===== src/rtl/pipeline_control.sv =====
// Hazard and pipeline-control unit for the 5-stage core.
// Drives stall, bubble and flush enables plus perf counters.
module pipeline_control #(
  parameter int REG_AW = 5,
  parameter int LAT_W  = 4,
  parameter int CNT_W  = 32
) (
  input  logic              clk,
  input  logic              rst,
  input  logic [REG_AW-1:0] id_rs1,
  input  logic [REG_AW-1:0] id_rs2,
  input  logic              id_uses_rs1,
  input  logic              id_uses_rs2,
  input  logic              ex_mem_read,
  input  logic [REG_AW-1:0] ex_rd,
  input  logic              branch_taken,
  input  logic              mc_start,
  input  logic [LAT_W-1:0]  mc_cycles,
  output logic              pc_write,
  output logic              if_id_write,
  output logic              if_id_flush,
  output logic              id_ex_write,
  output logic              id_ex_flush,
  output logic              ex_mem_flush,
  output logic              mc_busy,
  output logic [CNT_W-1:0]  stall_cycles,
  output logic [CNT_W-1:0]  flush_events
);

  typedef enum logic {
    RUN,
    MC_BUSY
  } state_t;

  state_t             state;
  state_t             state_n;
  logic [LAT_W-1:0]   cnt;
  logic [LAT_W-1:0]   cnt_n;
  logic [CNT_W-1:0]   stall_q;
  logic [CNT_W-1:0]   flush_q;
  logic               load_use;
  logic               mc_go;
  logic               rs1_hit;
  logic               rs2_hit;

  // x0 is hardwired, so a load to it never creates a hazard
  assign rs1_hit  = id_uses_rs1 && (id_rs1 == ex_rd);
  assign rs2_hit  = id_uses_rs2 && (id_rs2 == ex_rd);
  assign load_use = ex_mem_read && (ex_rd != '0)
                    && (rs1_hit || rs2_hit);
  assign mc_go    = mc_start && (mc_cycles >= LAT_W'(2));

  // Next-state and control enables; reset forces the idle values
  always_comb begin
    state_n      = state;
    cnt_n        = cnt;
    pc_write     = 1'b1;
    if_id_write  = 1'b1;
    id_ex_write  = 1'b1;
    if_id_flush  = 1'b0;
    id_ex_flush  = 1'b0;
    ex_mem_flush = 1'b0;
    if (!rst) begin
      unique case (state)
        RUN: begin
          if (branch_taken) begin
            if_id_flush = 1'b1;
            id_ex_flush = 1'b1;
          end else if (mc_go) begin
            pc_write     = 1'b0;
            if_id_write  = 1'b0;
            id_ex_write  = 1'b0;
            ex_mem_flush = 1'b1;
            if (mc_cycles > LAT_W'(2)) begin
              state_n = MC_BUSY;
              cnt_n   = mc_cycles - LAT_W'(2);
            end
          end else if (load_use) begin
            pc_write    = 1'b0;
            if_id_write = 1'b0;
            id_ex_flush = 1'b1;
          end
        end
        MC_BUSY: begin
          pc_write     = 1'b0;
          if_id_write  = 1'b0;
          id_ex_write  = 1'b0;
          ex_mem_flush = 1'b1;
          cnt_n        = cnt - LAT_W'(1);
          if (cnt == LAT_W'(1)) begin
            state_n = RUN;
          end
        end
        default: state_n = RUN;
      endcase
    end
  end

  // State register and saturating performance counters
  always_ff @(posedge clk) begin
    if (rst) begin
      state   <= RUN;
      cnt     <= '0;
      stall_q <= '0;
      flush_q <= '0;
    end else begin
      state <= state_n;
      cnt   <= cnt_n;
      if (!pc_write && (stall_q != '1)) begin
        stall_q <= stall_q + CNT_W'(1);
      end
      if (if_id_flush && (flush_q != '1)) begin
        flush_q <= flush_q + CNT_W'(1);
      end
    end
  end

  assign mc_busy      = !rst && (state == MC_BUSY);
  assign stall_cycles = rst ? '0 : stall_q;
  assign flush_events = rst ? '0 : flush_q;

endmodule


===== config.mk =====
export PLATFORM = sky130hd
export DESIGN_NAME = pipeline_control
export DESIGN_NICKNAME = d
export VERILOG_FILES = /design/src/rtl/pipeline_control.sv
export SDC_FILE = /design/constraint.sdc
export NUM_CORES = 1
export LEC_CHECK = 0
export CORE_ASPECT_RATIO = 0.75
export CORE_MARGIN = 2
export CORE_UTILIZATION = 40
export DETAILED_ROUTE_END_ITERATION = 8
export GPL_TIMING_DRIVEN = 0
export PLACE_DENSITY_LB_ADDON = 0.3
export SLEW_MARGIN = 20
export SYNTH_ARGS = -nofsm -noshare
export SYNTH_HDL_FRONTEND = slang
export SYNTH_SLANG_ARGS = --single-unit

===== constraint.sdc =====
create_clock -name clk -period 2.2 [get_ports clk]
set_clock_uncertainty 0.1 [all_clocks]
set_input_delay 0.22 -clock clk [delete_from_list [all_inputs] [get_ports clk]]
set_output_delay 0.22 -clock clk [all_outputs]
set_load 0.01 [all_outputs]

==> metrics <==
routed wl met2 6220 um; syn nets 544; final period utilization 99.4%; clock latency at the later pin of the worst-skew pair 0.33 ns; crit path kind reg2reg; vias in the first global route 4121; Layout area overhead 49.9%; fmax 457 MHz; number of DRC violations after detailed-routing iteration 0 305; top cell type's share of synthesized area 33.9%; most frequent cell after synthesis nor2_1; Final Net Count 680; H-tree depth 3; CTS buffer count 9; Max IR drop VDD 393 uV; Synth cell types 47; post-DP HPWL 8960 um; final count of negative-setup-slack endpoints 0; final WL 13200 um; sequential fraction of the synthesis area 33.9%; Die X-Extent 120 um; Routability Congestion 0.928; Mapped Cells 513; row count 31; layout cells sized above 1 25.5%; post-place setup slack -1.37 ns; # DRC 0; CTS root buf clkbuf_16; grt ovf 0; metal3 WL 1130 um; pin count of the biggest net entering global routing 14; Pre-antenna DRT Iters 5; final instance area 6100 sq um; Die H 91.4 um; Tightest Pin Transition 0.793 ns; TNS Setup 0 ns; Clock Sinks 69; Pwr Density 503 nW/um^2; Yosys top cell by area dfxtp_1; Final min period 2.19 ns; Top Layer Used met4; ANT cells 0; Top cell by count, worst path buf_4; arrival time worst endpoint 2.30 ns; commonest cells in the netlist nor2_1 (79), dfxtp_1 (69), nor2b_1 (52), mux2_2 (30), nand4_1 (30); Initial Util 41.6%; FFs w/ async S/R, synth 0%; Wirelength per Cell 16.8 um; CTS Hold Bufs 0; final hold vios 0; Max-slew headroom 47.0%; kind of start point of the critical path flop; EDFF count, synth 0; Final Max Tran Viols 0; Max Buffers Root-to-Sink 2; Buffers on Ports 96; dpl cell area 5200 sq um; Hold Slack 0.317 ns; dominant synthesized flop cell dfxtp_1; vias per cell 5.56; critical-path cell list nand4_1, buf_4, buf_4, nor2_1, nand2_1, nor4_2, mux2_2; synthesized flop and latch total 69; CP required 2.32 ns; CTS tree done; Global Route Usage Sum 22.6%; Worst-path clk slew 0.06 ns; wl on met1 5550 um; Crit. End Element flop; Critical Path Fanout Max 7; slowest cell delay on critical path 0.38 ns; syn avg cell area 7.93 sq um; Routed Antenna Nets 0; top cells by area, synth dfxtp_1 (34%), mux2_2 (8.3%), nor2b_1 (8.0%); Leakage 2.46 nW; Critical-path top delay cell dfxtp_2; DIE AREA 11000 sq um; Mapped Area 4070 sq um; I/O pin total 97; Via Count 4370; synth warn 0; initial antenna violation count 0; max-cap violations 0; status complete, no violations; Worst Slack Setup Final 0.0124 ns; Core Area 9770 sq um; class of the worst hold path in2reg; first-pass GRT wire length 19900 um
[cell usage in the layout, fill, tap and decap left out, types with 5 or more instances in the layout]
| cell | n |
|---|---|
| a21oi_1 | 9 |
| and3_1 | 5 |
| buf_4 | 32 |
| clkbuf_16 | 9 |
| clkdlybuf4s50_1 | 49 |
| dfxtp_1 | 52 |
| dfxtp_2 | 8 |
| dfxtp_4 | 9 |
| dlygate4sd2_1 | 43 |
| inv_1 | 23 |
| mux2_2 | 30 |
| nand2_1 | 25 |
| nand3_1 | 26 |
| nand4_1 | 30 |
| nor2_1 | 77 |
| nor2b_1 | 47 |
| nor2b_2 | 5 |
| nor3_1 | 14 |
| nor3_2 | 6 |
| nor4_4 | 6 |
| o21ai_0 | 7 |
| xnor2_1 | 20 |
| xor2_1 | 14 |
[cells by family after synthesis]
kind of cell               synth area share [%]
xor gates and xnor gates                   7.32
and+or+nand+nor                            37.4
AOI/OAI and AO/OA                          6.15
buffers and inverters                      4.86
adders and majority gates                  1.54
DFF                                        33.9
muxes                                      8.79
[metal layers]
metal  global-route usage, %  up-vias
met2                    36.8      192
met4                    6.30        0
li1                        -     2067
met1                    29.2     2070
met3                    6.47       41
met5                       0        -
[what timing repair did]
action                                  4_1_cts  5_1_grt
endpoints found under the setup margin      133       54
pin swaps                                    10       25
cloned                                        0        1
resized for setup                           125       52
setup buffers                                10       20
[final timing paths]
| check | cells past startpoint | slack, ns | startpoint | endpoint |
|---|---|---|---|---|
| setup / recovery | 7 | 0.01 | stall_q[7] | stall_q[29] |
| hold / removal | 4 | 0.32 | mc_cycles[3] | cnt[3] |
| setup reg to reg | 7 | 0.01 | stall_q[7] | stall_q[29] |
| hold reg to reg | 1 | 0.38 | stall_q[3] | stall_q[3] |
[power breakdown]
part	switching, mW	total [mW]	internal, mW
clock	0.580	1.46	0.881
combinational	0.175	0.333	0.158
sequential	0.0169	1.27	1.26
total	0.772	3.07	2.30
[per-stage QoR]
step	total power [mW]	util [%]	cells
after floorplan	1.46	-	513
after global placement	1.58	53.2	741
after detailed placement	1.59	53.2	741
after CTS	3.06	58.9	766
after global routing	3.16	62.4	786
final	3.07	62.4	786
[layout make-up]
type	count	area, sq um
fill	876	3670
inverter	26	98.8
multi-input combinational	396	2790
clock inverter	7	73.8
clock buffer	9	225
sequential	69	1430
tap	132	165
timing repair buffer	127	1160
buffer	20	166
[registers in the layout, summed over array words and instances, names as in the netlist]
signal	count
cnt	4
flush_q	32
stall_q	32
state	1
[critical path: cells and delay by family, from the launching register on]
family | cells | cell delay [ns]
buffers and inverters | 2 | 0.32
DFF | 1 | 0.38
muxes | 1 | 0.37
and+or+nand+nor | 4 | 0.90
Power figures use the tool's default switching activity.
